$ cat src/rtl/baby_bridge_pkg.sv
`default_nettype none
// +--------------------------------------------------------------------------+
// | baby_bridge_pkg : shared types and constants for baby_mem_bridge         |
// | Revision: 1.0                                                            |
// +--------------------------------------------------------------------------+
package baby_bridge_pkg;

  typedef enum logic [1:0] {
    IDLE = 2'd0,
    CMD  = 2'd1,
    DATA = 2'd2,
    DONE = 2'd3
  } bridge_state_t;

  localparam int   BYTES_PER_WORD = 4;
  localparam int   CMD_RW_BIT     = 7;
  localparam logic RW_READ        = 1'b0;
  localparam logic RW_WRITE       = 1'b1;

endpackage : baby_bridge_pkg
`default_nettype wire

$ cat src/rtl/bridge_byte_lane.sv
`default_nettype none
// +--------------------------------------------------------------------------+
// | bridge_byte_lane : byte slot counter, write-byte mux, read shadow word   |
// | Revision: 1.0                                                            |
// +--------------------------------------------------------------------------+
module bridge_byte_lane
  import baby_bridge_pkg::*;
#(
  parameter int BYTE_W = 8,
  parameter int WORD_W = 32
) (
  input  logic              clock,
  input  logic              reset_i,
  input  logic              clear,
  input  logic              step,
  input  logic [WORD_W-1:0] wdata,
  input  logic [BYTE_W-1:0] rbyte,
  output logic [BYTE_W-1:0] wbyte,
  output logic [WORD_W-1:0] word,
  output logic              last
);

  localparam int CNT_W = $clog2(BYTES_PER_WORD);

  logic [CNT_W-1:0]  cnt_q;
  logic [WORD_W-1:0] shadow_q;

  // The current slot's incoming byte is merged in so the final ack yields a full word.
  always_comb begin
    word = shadow_q;
    word[cnt_q*BYTE_W +: BYTE_W] = rbyte;
  end

  assign wbyte = wdata[cnt_q*BYTE_W +: BYTE_W];
  assign last  = (cnt_q == CNT_W'(BYTES_PER_WORD - 1));

  always_ff @(posedge clock or negedge reset_i) begin
    if (!reset_i) begin
      cnt_q    <= '0;
      shadow_q <= '0;
    end else if (clear) begin
      cnt_q    <= '0;
    end else if (step) begin
      cnt_q    <= cnt_q + CNT_W'(1);
      shadow_q <= word;
    end
  end

endmodule : bridge_byte_lane
`default_nettype wire

$ cat src/rtl/baby_mem_bridge.sv
`default_nettype none
// +--------------------------------------------------------------------------+
// | baby_mem_bridge : 32-bit core RAM port to 8-bit store bus sequencer      |
// | Optional ack timeout enabled by defining BRIDGE_TIMEOUT_EN.              |
// | Revision: 1.0                                                            |
// +--------------------------------------------------------------------------+
module baby_mem_bridge
  import baby_bridge_pkg::*;
#(
  parameter int WORD_W         = 32,
  parameter int BYTE_W         = 8,
  parameter int ADDR_W         = 5,
  parameter int TIMEOUT_CYCLES = 255
) (
  input  logic              clock,
  input  logic              reset_i,
  input  logic              req_i,
  input  logic              rw_i,
  input  logic [ADDR_W-1:0] addr_i,
  input  logic [WORD_W-1:0] wdata_i,
  output logic [WORD_W-1:0] rdata_o,
  output logic              ready_o,
  output logic              busy_o,
  output logic [BYTE_W-1:0] ext_data_o,
  input  logic [BYTE_W-1:0] ext_data_i,
  output logic              ext_oe_o,
  output logic              ext_valid_o,
  input  logic              ext_ack_i,
  output logic              err_o
);

  bridge_state_t     state_q, state_d;
  logic              rw_q, rw_d;
  logic [ADDR_W-1:0] addr_q, addr_d;
  logic [WORD_W-1:0] wdata_q, wdata_d;
  logic [WORD_W-1:0] rdata_q, rdata_d;
  logic              err_q, err_d;

  logic              active;
  logic              xfer;
  logic              timeout;
  logic              lane_clear;
  logic              lane_step;
  logic              lane_last;
  logic [BYTE_W-1:0] lane_wbyte;
  logic [WORD_W-1:0] lane_word;
  logic [BYTE_W-1:0] cmd_byte;

  assign active = (state_q == CMD) || (state_q == DATA);
  assign xfer   = active && ext_ack_i;

  always_comb begin
    cmd_byte                 = '0;
    cmd_byte[ADDR_W-1:0]     = addr_q;
    cmd_byte[CMD_RW_BIT]     = rw_q;
  end

  // Outputs decode from registered state only, so they move solely on a clock edge.
  always_comb begin
    ext_valid_o = active;
    ext_oe_o    = (state_q == CMD) || ((state_q == DATA) && (rw_q == RW_WRITE));
    ext_data_o  = '0;
    case (state_q)
      CMD:     ext_data_o = cmd_byte;
      DATA:    ext_data_o = (rw_q == RW_WRITE) ? lane_wbyte : '0;
      default: ext_data_o = '0;
    endcase
  end

  assign ready_o = (state_q == DONE);
  assign busy_o  = active;
  assign rdata_o = rdata_q;
  assign err_o   = err_q;

`ifdef BRIDGE_TIMEOUT_EN
  logic [7:0] wait_q, wait_d;

  assign timeout = active && !ext_ack_i && (wait_q == 8'(TIMEOUT_CYCLES - 1));

  always_comb begin
    wait_d = 8'd0;
    if (active && !ext_ack_i && !timeout) begin
      wait_d = wait_q + 8'd1;
    end
  end

  always_ff @(posedge clock or negedge reset_i) begin
    if (!reset_i) begin
      wait_q <= 8'd0;
    end else begin
      wait_q <= wait_d;
    end
  end
`else
  logic unused_timeout_cfg;
  assign unused_timeout_cfg = ^32'(TIMEOUT_CYCLES);
  assign timeout            = 1'b0;
`endif

  always_comb begin
    state_d    = state_q;
    rw_d       = rw_q;
    addr_d     = addr_q;
    wdata_d    = wdata_q;
    rdata_d    = rdata_q;
    err_d      = err_q;
    lane_clear = 1'b0;
    lane_step  = 1'b0;
    case (state_q)
      IDLE: begin
        if (req_i) begin
          rw_d    = rw_i;
          addr_d  = addr_i;
          wdata_d = wdata_i;
          state_d = CMD;
        end
      end
      CMD: begin
        if (xfer) begin
          lane_clear = 1'b1;
          state_d    = DATA;
        end else if (timeout) begin
          state_d = DONE;
          err_d   = 1'b1;
          if (rw_q == RW_READ) rdata_d = '0;
        end
      end
      DATA: begin
        if (xfer) begin
          lane_step = 1'b1;
          if (lane_last) begin
            state_d = DONE;
            if (rw_q == RW_READ) rdata_d = lane_word;
          end
        end else if (timeout) begin
          state_d = DONE;
          err_d   = 1'b1;
          if (rw_q == RW_READ) rdata_d = '0;
        end
      end
      DONE:    state_d = IDLE;
      default: state_d = IDLE;
    endcase
  end

  always_ff @(posedge clock or negedge reset_i) begin
    if (!reset_i) begin
      state_q <= IDLE;
      rw_q    <= 1'b0;
      addr_q  <= '0;
      wdata_q <= '0;
      rdata_q <= '0;
      err_q   <= 1'b0;
    end else begin
      state_q <= state_d;
      rw_q    <= rw_d;
      addr_q  <= addr_d;
      wdata_q <= wdata_d;
      rdata_q <= rdata_d;
      err_q   <= err_d;
    end
  end

  bridge_byte_lane #(
    .BYTE_W (BYTE_W),
    .WORD_W (WORD_W)
  ) u_lane (
    .clock   (clock),
    .reset_i (reset_i),
    .clear   (lane_clear),
    .step    (lane_step),
    .wdata   (wdata_q),
    .rbyte   (ext_data_i),
    .wbyte   (lane_wbyte),
    .word    (lane_word),
    .last    (lane_last)
  );

endmodule : baby_mem_bridge
`default_nettype wire
$ cat config.mk
export PLATFORM = sky130hd
export DESIGN_NAME = baby_mem_bridge
export DESIGN_NICKNAME = d
export VERILOG_FILES = /design/src/rtl/baby_bridge_pkg.sv /design/src/rtl/bridge_byte_lane.sv /design/src/rtl/baby_mem_bridge.sv
export SDC_FILE = /design/constraint.sdc
export NUM_CORES = 1
export LEC_CHECK = 0
export CAP_MARGIN = 5
export CORE_UTILIZATION = 30
export DETAILED_ROUTE_END_ITERATION = 8
export REMOVE_ABC_BUFFERS = 1
export SYNTH_ARGS = -nofsm -noshare
export SYNTH_HDL_FRONTEND = slang
export SYNTH_HIERARCHICAL = 1
export SYNTH_SLANG_ARGS = --single-unit
$ cat constraint.sdc
create_clock -name clock -period 2.55 [get_ports clock]
set_input_delay 0.765 -clock clock [delete_from_list [all_inputs] [get_ports clock]]
set_output_delay 0.765 -clock clock [all_outputs]
set_load 0.05 [all_outputs]
==> PnR_summary.wiki, run 1 <==
{| class="wikitable"
! Metric !! Value
|-
| Setup repair after global routing missed its margin || true
|-
| Slew of the pin with the lowest slew margin || 521 ps
|-
| Hold Violations, Final || 0
|-
| GPL Wtd Cong || between 0.7 and 0.8
|-
| Fillcell total || between 1500 and 2000
|-
| TritonCTS clock tree || yes
|-
| CP startpoint kind || flop
|-
| Pin count of the biggest net entering global routing || 50
|-
| Root buffer cell || sky130_fd_sc_hd__clkbuf_16
|-
| Number of antenna repair diodes || 0
|-
| Switching share of power || 37.4%
|-
| Total die area || between 15000 and 20000 sq um
|-
| Initial DRC Count || approximately 150
|-
| Areal power density over the cells || ~1200 nW/um^2
|-
| Register bit count reported by yosys || approximately 110
|-
| Main area contributors after synthesis || sky130_fd_sc_hd__dfrtp_1 51%, sky130_fd_sc_hd__mux2_2 8.9%, sky130_fd_sc_hd__mux2_4 8.7%
|-
| Internal power || 5030 uW
|-
| Clock Tree Buf Depth || 2
|-
| Final non-filler cell area || 6820 sq um
|-
| Number of buffers added by the clock tree synthesis step || 9
|-
| Leakage power figure || 0.00299 uW
|-
| Async set-or-reset flop fraction in the synthesized netlist || between 90% and 100%
|-
| Most frequent cell after synthesis || sky130_fd_sc_hd__dfrtp_1
|-
| Most numerous cell types in the synthesized netlist || 106 x sky130_fd_sc_hd__dfrtp_1, 41 x sky130_fd_sc_hd__mux2_2, 30 x sky130_fd_sc_hd__mux2_4
|-
| Final clock skew || approximately 8.3 ps
|-
| Post-detail-place hpwl || 8000 um
|-
| Synth-to-layout area growth || 31.6%
|-
| Path category of the worst min-delay check || input pin to async pin
|-
| Num ports || 95
|-
| Part of the power in combinational logic || 47.9%
|-
| Height of the chip || between 100 and 150 um
|-
| CP Capture Type || primary output
|-
| Slew headroom || about two thirds
|-
| Max Transition Viols Final || 0
|-
| Placed Instance Area || 6320 sq um
|-
| Cells traversed along the worst timing path || buf_12 > mux4_2 > a22oi_2 > nor2b_1 > buf_6
|-
| Sequential-to-total area share from yosys stat || 51.2%
|-
| Critical setup path kind || flop to primary output
|-
| Share of cells above drive strength 1 || a little over a third
|-
| Count of endpoints failing setup in the final report || 0
|-
| Total of hold buffers inserted after clock tree synthesis || 0
|-
| Master of the slowest instance on the critical path || sky130_fd_sc_hd__mux4_2
|-
| Yosys warnings || 6
|-
| Largest stage delay on the critical path || roughly 500 ps
|-
| Count of buffers from port buffering || between 90 and 100
|-
| Setup Total Neg Slack || 0 ps
|-
| Worst Path Arrival || roughly 1800 ps
|-
| Starting utilization of the core area || 31.0%
|-
| Total track usage || 14.0%
|-
| Max-cap check violation count || 0
|-
| Proportion of power drawn by the clock network || 19.0%
|-
| Gate count after technology mapping || 373
|-
| Register share of total power || 33.1%
|-
| Mapped cell area || 5180 sq um
|-
| Highest ir drop seen on vdd || 0.831 mV
|-
| Wire per inst || 17.2 um
|-
| Via/cell ratio || 4.97
|-
| Part of the cycle the worst path needs || about 100%
|-
| Clock-pin slew on the worst setup and hold paths || 80 ps
|-
| Net count, final || 516
|-
| Via count of the first global-routing pass || 3658
|-
| Core utilization of the finished layout || between 40% and 50%
|-
| Required @ worst endpoint || 1790 ps
|-
| Switching power total || around 3000 uW
|-
| First-pass GRT wire length || ~19000 um
|-
| Total length of routed wires || about 12000 um
|-
| Max Fanout on Critical Path || 5
|-
| Total global routing overflow || 0
|-
| Area of the core region || 16700 sq um
|-
| Dominant register cell in the synthesized netlist || sky130_fd_sc_hd__dfrtp_1
|-
| DRC violation count after routing || 0
|-
| Die X-Extent || approximately 130 um
|-
| Total vias in the final route || 3383
|-
| Average instance area after synthesis || 13.9 sq um
|-
| Status || finished, final reports clean
|-
| Post-synth EDFFs || 0
|-
| Clock tree sinks || 106
|-
| Number of distinct library cell variants in the gate-level netlist after synthesis || 39
|-
| Final critical delay including setup and external delays || 2540 ps
|-
| Remaining antenna violation count after routing || 0
|-
| Number of levels the H-tree was split into || 3
|-
| Post-synth top area cell || sky130_fd_sc_hd__dfrtp_1
|-
| Total iterations of the first detailed-routing run || 5
|-
| Area share of the largest cell type after synthesis || 51.2%
|-
| Initial antenna violation count || 0
|-
| Peak Freq || 0.394 GHz
|-
| Clock network latency to the later pin of the worst-skew pair || 350 ps
|-
| Placement row count || 47
|}
==> critical path, delay by kind of cell (launching register included) <==
| kind | cells | cell delay [ps] |
|---|---|---|
| multiplexers | 1 | 500 |
| flip-flops | 1 | 410 |
| buffers and inverters | 2 | 290 |
| AO/OA/AOI/OAI | 1 | 150 |
| AND/OR/NAND/NOR | 1 | 70 |
==> placed cells by master (no fill, tap or decap), drive strengths merged, types with 5 or more instances in the layout <==
cell type / Yosys / final
dfrtp: 106 / 106
clkdlybuf4s50: 0 / 80
mux2: 71 / 71
buf: 24 / 28
inv: 24 / 26
a22o: 24 / 24
a32o: 24 / 24
o32ai: 16 / 16
nand2: 12 / 12
clkbuf: 13 / 10
ha: 10 / 10
nor2b: 9 / 9
mux4: 8 / 8
a22oi: 5 / 5
==> flip-flops by register name, summed over array words and instances (netlist names) <==
register / flops
u_lane/shadow_q: 32
rw_q: 1
rdata_o: 32
state_q: 2
u_lane/cnt_q: 2
addr_q: 5
wdata_q: 32
==> kinds of logic after synthesis <==
| kind of cell | synth area share, % |
|---|---|
| other cells | 0.0724 |
| compound gates | 13.9 |
| fa+ha+maj | 2.42 |
| flops | 51.2 |
| xor+xnor | 0.169 |
| buf+inv | 6.14 |
| mux | 21.3 |
| simple gates | 4.81 |
==> power groups by stage <==
stage	Combinational [uW]	Sequential (uW)	Clock [uW]
2_1_floorplan	2170	2890	0
3_3_place_gp	3520	2640	0
3_5_place_dp	3590	2670	0
4_1_cts	3740	2650	1550
5_1_grt	4100	2740	1630
6_report	3840	2660	1520
==> layout make-up <==
class / count / area [sq um] / area share (%)
sequential: 106 / 2660 / 39.0
multi-input combinational: 206 / 2310 / 33.9
timing repair buffer: 109 / 1150 / 16.9
tap: 220 / 275 / 4.04
clock buffer: 9 / 225 / 3.30
clock inverter: 7 / 101 / 1.49
inverter: 24 / 90.1 / 1.32
==> repair_timing <==
action	4_1_cts	5_1_grt
gates cloned	0	1
endpoints found under the setup margin	9	10
pin swaps	0	4
resized for setup	15	17
buffers inserted	2	0
==> metal layers <==
metal	vias to the layer above	GRT usage, %	part of all wire (%)
li1	1550	-	-
met1	1692	18.2	44
met2	130	22.1	47
met3	11	4.83	7.9
met4	0	3.72	1.0
met5	-	0	0
==> metrics by stage <==
stage / hold WS [ps] / setup WS, ps / std cells / total power (uW)
global placement: 474 / 67.7 / 662 / 6160
finish: 252 / 12.3 / 681 / 8020
CTS: 251 / -48.1 / 680 / 7940
detailed placement: 482 / 38.9 / 662 / 6260
floorplan: 466 / -466 / 336 / 5050
global route: 245 / -63.7 / 681 / 8480
==> path summary, 6_finish.rpt <==
| path | from | end | slack (ps) | depth (start not counted) |
|---|---|---|---|---|
| min in group clock | u_lane/shadow_q[26]$_DFFE_PN0P_ | u_lane/shadow_q[26]$_DFFE_PN0P_ | 490 | 1 |
| max | u_lane/cnt_q[0]$_DFFE_PN0P_ | ext_data_o[3] | 10 | 5 |
| min reg2reg | u_lane/shadow_q[26]$_DFFE_PN0P_ | u_lane/shadow_q[26]$_DFFE_PN0P_ | 490 | 1 |
| max in group asynchronous | reset_i | u_lane/cnt_q[0]$_DFFE_PN0P_ | 1770 | 2 |
| max reg2reg | u_lane/cnt_q[0]$_DFFE_PN0P_ | rdata_o[12]$_DFFE_PN0P_ | 230 | 8 |
| min | reset_i | wdata_q[22]$_DFFE_PN0P_ | 250 | 1 |
Note: power is estimated with default switching activity, not from simulation.
==> run 2, diff against run 1 <==
ABC_AREA = 1   (was default)
CORE_UTILIZATION = 53   (was 30)
PLACE_DENSITY = 0.81   (was default)
==> PnR_summary.wiki, run 2 <==
{| class="wikitable"
! Metric !! Value
|-
| Status || finished, final reports clean
|-
| Most common cell after layout, fill and taps aside || sky130_fd_sc_hd__nand2_1
|-
| Main area contributors after synthesis || sky130_fd_sc_hd__dfrtp_1 51%, sky130_fd_sc_hd__nand2_1 23%, sky130_fd_sc_hd__nand3_1 7.8%
|-
| Endpoint of the worst setup timing path || ext_data_o[3]
|-
| Via/cell ratio || 5.33 (+7.4%)
|-
| Pin count of the biggest net entering global routing || 61 (+22%)
|-
| R2r setup slk || 410 ps (+180 ps)
|-
| Hold Violations, Final || 0 (unchanged)
|-
| Mapped cell area || 5250 sq um (+1.4%)
|-
| Worst Path Arrival || 1730 ps (-40 ps)
|-
| Yosys warnings || 6 (unchanged)
|-
| Total length of routed wires || 12800 um (+9.5%)
|-
| Leakage power figure || 0.00354 uW (+18%)
|-
| Setup repair after global routing missed its margin || true
|-
| Dominant register cell in the synthesized netlist || sky130_fd_sc_hd__dfrtp_1
|-
| Max-cap check violation count || 0 (unchanged)
|-
| Average instance area after synthesis || 7.65 sq um (-45%)
|-
| Wire per inst || 14.2 um (-18%)
|-
| Post-synth EDFFs || 0 (unchanged)
|-
| Net count, final || 832 (+61%)
|-
| Gate count after technology mapping || 686 (+84%)
|-
| Reg2Reg Capture Point || rdata_o[3]$_DFFE_PN0P_
|-
| Total of hold buffers inserted after clock tree synthesis || 0 (unchanged)
|-
| CP Capture Type || primary output
|-
| Number of antenna repair diodes || 0 (unchanged)
|-
| Most frequent cell after synthesis || sky130_fd_sc_hd__nand2_1
|-
| Slew headroom || 63.5% (-1.6 points)
|-
| Total iterations of the first detailed-routing run || 6 (+1)
|-
| Synth-to-layout area growth || 28.4%
|-
| First-pass GRT wire length || 21500 um (+10%)
|-
| Num ports || 95 (unchanged)
|-
| Core utilization of the finished layout || 71.6% (+31 points)
|-
| Clock Tree Buf Depth || 2 (unchanged)
|-
| Fillcell total || 699 (-55%)
|-
| Count of buffers from port buffering || 93 (unchanged)
|-
| Largest stage delay on the critical path || 410 ps (-90 ps)
|-
| TritonCTS clock tree || yes
|-
| Total vias in the final route || 4833 (+43%)
|-
| Worst setup startpoint || state_q[1]$_DFFE_PN0P_
|-
| Final non-filler cell area || 6740 sq um (-1.1%)
|-
| Max Transition Viols Final || 0 (unchanged)
|-
| R2r startpoint || u_lane/cnt_q[0]$_DFFE_PN0P_
|-
| Highest ir drop seen on vdd || 1.02 mV (+22%)
|-
| Critical setup path kind || flop to primary output
|-
| Total die area || 10300 sq um (-42%)
|-
| Number of distinct library cell variants in the gate-level netlist after synthesis || 21 (-46%)
|-
| Peak Freq || 0.400 GHz (+1.6%)
|-
| Number of levels the H-tree was split into || 3 (unchanged)
|-
| Post-detail-place hpwl || 8680 um (+8.5%)
|-
| GPL Wtd Cong || 0.876 (+18%)
|-
| Total track usage || 26.7% (+13 points)
|-
| Clock network latency to the later pin of the worst-skew pair || 370 ps (+20 ps)
|-
| Area of the core region || 9420 sq um (-44%)
|-
| Placement row count || 35 (-26%)
|-
| Root buffer cell || sky130_fd_sc_hd__clkbuf_8
|-
| Cells traversed along the worst timing path || inv_2 > ha_4 > nand3_4 > o21ai_2 > buf_12
|-
| Part of the cycle the worst path needs || 98.0% (-1.5 points)
|-
| Initial DRC Count || 304 (+100%)
|-
| Commonest cells after routing, fill and taps aside || 326 x sky130_fd_sc_hd__nand2_1, 105 x sky130_fd_sc_hd__dfrtp_1, 81 x sky130_fd_sc_hd__nand3_1
|-
| Final clock skew || 16.6 ps (+8.26 ps)
|-
| Max Fanout on Critical Path || 7 (+2)
|-
| Total global routing overflow || 0 (unchanged)
|-
| Area share of the largest cell type after synthesis || 50.5% (-0.68 points)
|-
| Share of cells above drive strength 1 || 9.01% (-26 points)
|-
| DRC violation count after routing || 0 (unchanged)
|-
| Starting utilization of the core area || 55.8% (+25 points)
|-
| Number of buffers added by the clock tree synthesis step || 9 (unchanged)
|-
| Initial antenna violation count || 0 (unchanged)
|-
| Via count of the first global-routing pass || 4719 (+29%)
|-
| Required @ worst endpoint || 1790 ps (about the same)
|-
| Remaining antenna violation count after routing || 0 (unchanged)
|-
| Sequential-to-total area share from yosys stat || 50.5% (-0.68 points)
|-
| Async set-or-reset flop fraction in the synthesized netlist || 100% (unchanged)
|-
| CP startpoint kind || flop
|-
| Master of the slowest instance on the critical path || sky130_fd_sc_hd__dfrtp_1
|-
| Register bit count reported by yosys || 106 (unchanged)
|-
| Slew of the pin with the lowest slew margin || 545 ps (+24.0 ps)
|-
| Depth of the most critical reg-to-reg path || 8 (unchanged)
|-
| Post-layout total power || 7010 uW (-13%)
|-
| Most numerous cell types in the synthesized netlist || 326 x sky130_fd_sc_hd__nand2_1, 106 x sky130_fd_sc_hd__dfrtp_1, 82 x sky130_fd_sc_hd__nand3_1
|-
| Areal power density over the cells || 1040 nW/um^2 (-12%)
|-
| Die X-Extent || 102 um (-24%)
|-
| Post-synth top area cell || sky130_fd_sc_hd__dfrtp_1
|-
| Count of endpoints failing setup in the final report || 0 (unchanged)
|-
| Height of the chip || 102 um (-24%)
|-
| Clock-pin slew on the worst setup and hold paths || 100 ps (+20 ps)
|-
| Path category of the worst min-delay check || input pin to async pin
|-
| Final critical delay including setup and external delays || 2500 ps (-39.0 ps)
|-
| Placed Instance Area || 6360 sq um (+0.59%)
|-
| Clock tree sinks || 106 (unchanged)
|}
run 2: changes by cell type in the layout (fill, tap and decap cells not counted), moves of 9 or more:
cell and delta:
sky130_fd_sc_hd__nand2_1 +314, sky130_fd_sc_hd__mux2_4 -30, sky130_fd_sc_hd__clkbuf_8 +9, sky130_fd_sc_hd__nand4_1 +10, sky130_fd_sc_hd__mux2_2 -41, sky130_fd_sc_hd__nor2_1 +25, sky130_fd_sc_hd__a22o_1 -24, sky130_fd_sc_hd__o21ai_0 +28
sky130_fd_sc_hd__nand3_1 +81, sky130_fd_sc_hd__a32o_1 -24, sky130_fd_sc_hd__clkbuf_16 -10
run 2: kinds of logic (layout without fill, tap and decap cells):
| kind of cell | after synthesis | in the layout | share of synthesized area [%] |
|---|---|---|---|
| and+or+nand+nor | 455 | 455 | 35.8 |
| DFF | 106 | 106 | 50.5 |
| buffers and inverters | 70 | 161 | 6.79 |
| AOI/OAI and AO/OA | 44 | 44 | 4.39 |
| adders and majority gates | 10 | 10 | 2.38 |
| other | 1 | 1 | 0.0714 |
run 2: routing by layer:
metal	vias to the layer above	GRT usage (%)	routed length [um]
li1	2342	-	-
met1	2253	34.3	5380
met2	217	45.3	6360
met3	21	4.07	878
met4	0	11.1	211
met5	-	0	0
run 2: final cells by class:
cell class                 instances  area [sq um]  share of cell area, %
sequential                       106          2650                   39.4
multi-input combinational        510          2340                   34.8
timing repair buffer             114          1240                   18.4
tap                              129           161                   2.39
clock buffer                       9           124                   1.84
inverter                          31           121                   1.80
clock inverter                     7          98.8                   1.47
run 2: per-stage QoR:
stage | setup slack, ps | setup TNS (ps) | hold slack [ps] | instances
after global routing | -20.2 | -37.6 | 215 | 906
final | 51.4 | 0 | 222 | 906
after floorplan | -1180 | -28680 | 437 | 647
after CTS | -6.30 | -6.30 | 209 | 906
after global placement | 187 | 0 | 449 | 886
after detailed placement | 70.9 | 0 | 454 | 886
run 2: worst min path at each step:
stage | startpoint | end | slack (ps) | cells after the start
2_1_floorplan | wdata_q[17]$_DFFE_PN0P_ | wdata_q[17]$_DFFE_PN0P_ | 440 | 2
3_3_place_gp | wdata_q[19]$_DFFE_PN0P_ | wdata_q[19]$_DFFE_PN0P_ | 450 | 2
3_5_place_dp | wdata_q[19]$_DFFE_PN0P_ | wdata_q[19]$_DFFE_PN0P_ | 450 | 2
4_1_cts | reset_i | rdata_o[10]$_DFFE_PN0P_ | 210 | 1
5_1_grt | reset_i | rdata_o[10]$_DFFE_PN0P_ | 220 | 1
6_report | reset_i | rdata_o[13]$_DFFE_PN0P_ | 220 | 1
run 2: critical path, delay by kind of cell, from the launching register on:
family | cells | cell delay (ps)
flops | 1 | 410
fa+ha+maj | 1 | 290
buf+inv | 2 | 240
compound gates | 1 | 240
simple gates | 1 | 190
run 2: repair_timing:
| action | in CTS | in global routing |
|---|---|---|
| gates resized for setup | 25 | 10 |
| buffers inserted | 4 | 0 |
| pin swaps | 1 | 1 |
| hold endpoints to repair | 0 | 0 |
| endpoints found under the setup margin | 9 | 8 |
run 2: report_power, final:
part	total (uW)	internal, uW	switching, uW
Combinational	3450	1280	2160
Sequential	2420	2140	288
Clock	1140	560	582
==> run 3, diff against run 2 <==
CORE_ASPECT_RATIO = 1.2   (was default)
==> PnR_summary.wiki, run 3 (synthesized netlist as in run 2, its figures left out) <==
{| class="wikitable"
! Metric !! Value
|-
| Cells traversed along the worst timing path || buf_4 > buf_4 > nor2_1 > o22ai_1 > inv_1 > o21ai_4 > buf_12
|-
| Pin count of the biggest net entering global routing || 48 (-21%)
|-
| Path category of the worst min-delay check || input pin to async pin
|-
| Placement Setup Slack || 70.3 ps (-0.574 ps)
|-
| Die X-Extent || 92.9 um (-8.5%)
|-
| Cell mode on critical path || sky130_fd_sc_hd__buf_4
|-
| Total die area || 10300 sq um (about the same)
|-
| Via count of the first global-routing pass || 4677 (-0.89%)
|-
| TritonCTS clock tree || yes
|-
| Part of the cycle the worst path needs || 98.1% (about the same)
|-
| Peak Freq || 0.400 GHz (about the same)
|-
| Setup Total Neg Slack || 0 ps (unchanged)
|-
| Number of instances in the placed design || 878 (-0.90%)
|-
| Depth of the most critical reg-to-reg path || 8 (unchanged)
|-
| Number of levels the H-tree was split into || 3 (unchanged)
|-
| Slew headroom || 59.7% (-3.8 points)
|-
| First-pass GRT wire length || 21200 um (-1.1%)
|-
| Commonest cells after routing, fill and taps aside || 326 x sky130_fd_sc_hd__nand2_1, 104 x sky130_fd_sc_hd__dfrtp_1, 81 x sky130_fd_sc_hd__nand3_1
|-
| Post-detail-place hpwl || 8830 um (+1.7%)
|-
| Proportion of power drawn by the clock network || 19.9% (+3.6 points)
|-
| Clock tree sinks || 106 (unchanged)
|-
| Wire per inst || 14.7 um (+3.7%)
|-
| Initial DRC Count || 451 (+48%)
|-
| Final critical delay including setup and external delays || 2500 ps (+1.83 ps)
|-
| Largest stage delay on the critical path || 450 ps (+40 ps)
|-
| Leakage power figure || 0.00359 uW (+1.4%)
|-
| Num ports || 95 (unchanged)
|-
| DRC violation count after routing || 0 (unchanged)
|-
| Master of the slowest instance on the critical path || sky130_fd_sc_hd__dfrtp_2
|-
| Height of the chip || 111 um (+9.4%)
|-
| Post-layout worst setup margin || 49.5 ps (-1.83 ps)
|-
| Required @ worst endpoint || 1790 ps (about the same)
|-
| Internal power || 4230 uW (+6.3%)
|-
| Non-filler cells in the finished layout || 901 (-0.55%)
|-
| Post-layout total power || 7410 uW (+5.7%)
|-
| Number of antenna repair diodes || 0 (unchanged)
|-
| Placement row count || 39 (+11%)
|-
| Critical setup path kind || flop to primary output
|-
| Number of buffers added by the clock tree synthesis step || 9 (unchanged)
|-
| Max Transition Viols Final || 0 (unchanged)
|-
| Total iterations of the first detailed-routing run || 8 (+2)
|-
| Count of endpoints failing setup in the final report || 0 (unchanged)
|-
| Switching share of power || 42.9% (-0.35 points)
|-
| Highest ir drop seen on vdd || 0.954 mV (-6.2%)
|-
| Max-cap check violation count || 0 (unchanged)
|-
| Net count, final || 833 (+0.12%)
|-
| Total global routing overflow || 0 (unchanged)
|-
| Areal power density over the cells || 1080 nW/um^2 (+4.3%)
|-
| Slew of the pin with the lowest slew margin || 605 ps (+59.3 ps)
|-
| Root buffer cell || sky130_fd_sc_hd__clkbuf_16
|-
| Clock network latency to the later pin of the worst-skew pair || 350 ps (-20 ps)
|-
| Register share of total power || 33.2% (-1.4 points)
|-
| Clock-pin slew on the worst setup and hold paths || 80 ps (-20 ps)
|-
| Fillcell total || 697 (-0.29%)
|-
| Part of the power in combinational logic || 46.9% (-2.2 points)
|-
| Area of the core region || 9560 sq um (+1.6%)
|-
| Final clock skew || 9.87 ps (-6.74 ps)
|-
| Switching power total || 3180 uW (+4.8%)
|-
| GPL Wtd Cong || 0.862 (-1.7%)
|-
| CP startpoint kind || flop
|-
| CP Capture Type || primary output
|-
| Hold Violations, Final || 0 (unchanged)
|-
| Clock Tree Buf Depth || 2 (unchanged)
|-
| Status || finished, final reports clean
|-
| Setup repair after global routing missed its margin || true
|-
| Share of cells above drive strength 1 || 9.38% (+0.37 points)
|-
| Total track usage || 26.0% (-0.71 points)
|-
| Most common cell after layout, fill and taps aside || sky130_fd_sc_hd__nand2_1
|-
| Worst Path Arrival || 1740 ps (about the same)
|-
| Core utilization of the finished layout || 71.4% (-0.17 points)
|-
| Initial antenna violation count || 0 (unchanged)
|-
| Starting utilization of the core area || 54.9% (-0.87 points)
|-
| Count of buffers from port buffering || 93 (unchanged)
|-
| Synth-to-layout area growth || 30.1%
|-
| Total length of routed wires || 13200 um (+3.1%)
|-
| Via/cell ratio || 5.50 (+3.2%)
|-
| Total vias in the final route || 4959 (+2.6%)
|-
| Remaining antenna violation count after routing || 0 (unchanged)
|-
| Max Fanout on Critical Path || 6 (-1)
|}
[run 3: cell count changes in the layout (fill, tap and decap cells not counted), moves of 2 or more]
| cell | change |
|---|---|
| sky130_fd_sc_hd__inv_8 | +2 |
| sky130_fd_sc_hd__clkinv_4 | -2 |
| sky130_fd_sc_hd__clkbuf_8 | -8 |
| sky130_fd_sc_hd__inv_6 | +2 |
| sky130_fd_sc_hd__clkbuf_16 | +9 |
[run 3: final cells by class]
class	count	area (sq um)	area share, %
Sequential cell	106	2660	38.9
Multi-Input combinational cell	510	2350	34.3
Timing Repair Buffer	115	1230	18.1
Clock buffer	10	239	3.50
Tap cell	123	154	2.25
Inverter	31	125	1.83
Clock inverter	6	78.8	1.15
[run 3: metrics by stage]
| stage | area (sq um) | hold slack (ps) |
|---|---|---|
| detailed placement | 6340 | 458 |
| global placement | 6340 | 450 |
| global route | 6830 | 474 |
| finish | 6830 | 418 |
| floorplan | 5010 | 437 |
| CTS | 6720 | 443 |
[run 3: path summary, 6_finish.rpt]
check	start	to	slack, ps
setup reg to reg	u_lane/cnt_q[0]$_DFFE_PN0P_	rdata_o[29]$_DFFE_PN0P_	450
min in group clock	rdata_o[19]$_DFFE_PN0P_	rdata_o[19]$_DFFE_PN0P_	470
hold reg to reg	rdata_o[19]$_DFFE_PN0P_	rdata_o[19]$_DFFE_PN0P_	470
max in group asynchronous	reset_i	state_q[1]$_DFFE_PN0P_	1530
setup / recovery	u_lane/cnt_q[0]$_DFFE_PN0P_	ext_data_o[4]	50
hold / removal	reset_i	rdata_o[28]$_DFFE_PN0P_	420
[run 3: power by group through the flow]
stage / registers [uW] / clock network [uW] / logic, uW
finish: 2460 / 1470 / 3470
global route: 2500 / 1550 / 3770
CTS: 2460 / 1480 / 3210
detailed placement: 2470 / 0 / 3040
global placement: 2450 / 0 / 2940
floorplan: 2440 / 0 / 1860
[run 3: timing repair]
item	CTS	global route
buffers inserted	2	5
setup endpoints to repair	8	9
pin swaps	0	1
gates resized for setup	18	17
hold buffers	0	0
[run 3: critical path: cells and delay by family (launching register included)]
kind | cells | cell delay, ps
AO/OA/AOI/OAI | 2 | 360
buffers and inverters | 4 | 520
flip-flops | 1 | 450
AND/OR/NAND/NOR | 1 | 50
[run 3: routing by layer]
layer / share of wire [%] / GRT usage (%) / up-vias
met4: 3.7 / 10.6 / 0
li1: - / - / 2346
met1: 39 / 32.9 / 2291
met3: 7.9 / 4.53 / 47
met5: 0 / 0 / -
met2: 50 / 43.9 / 275
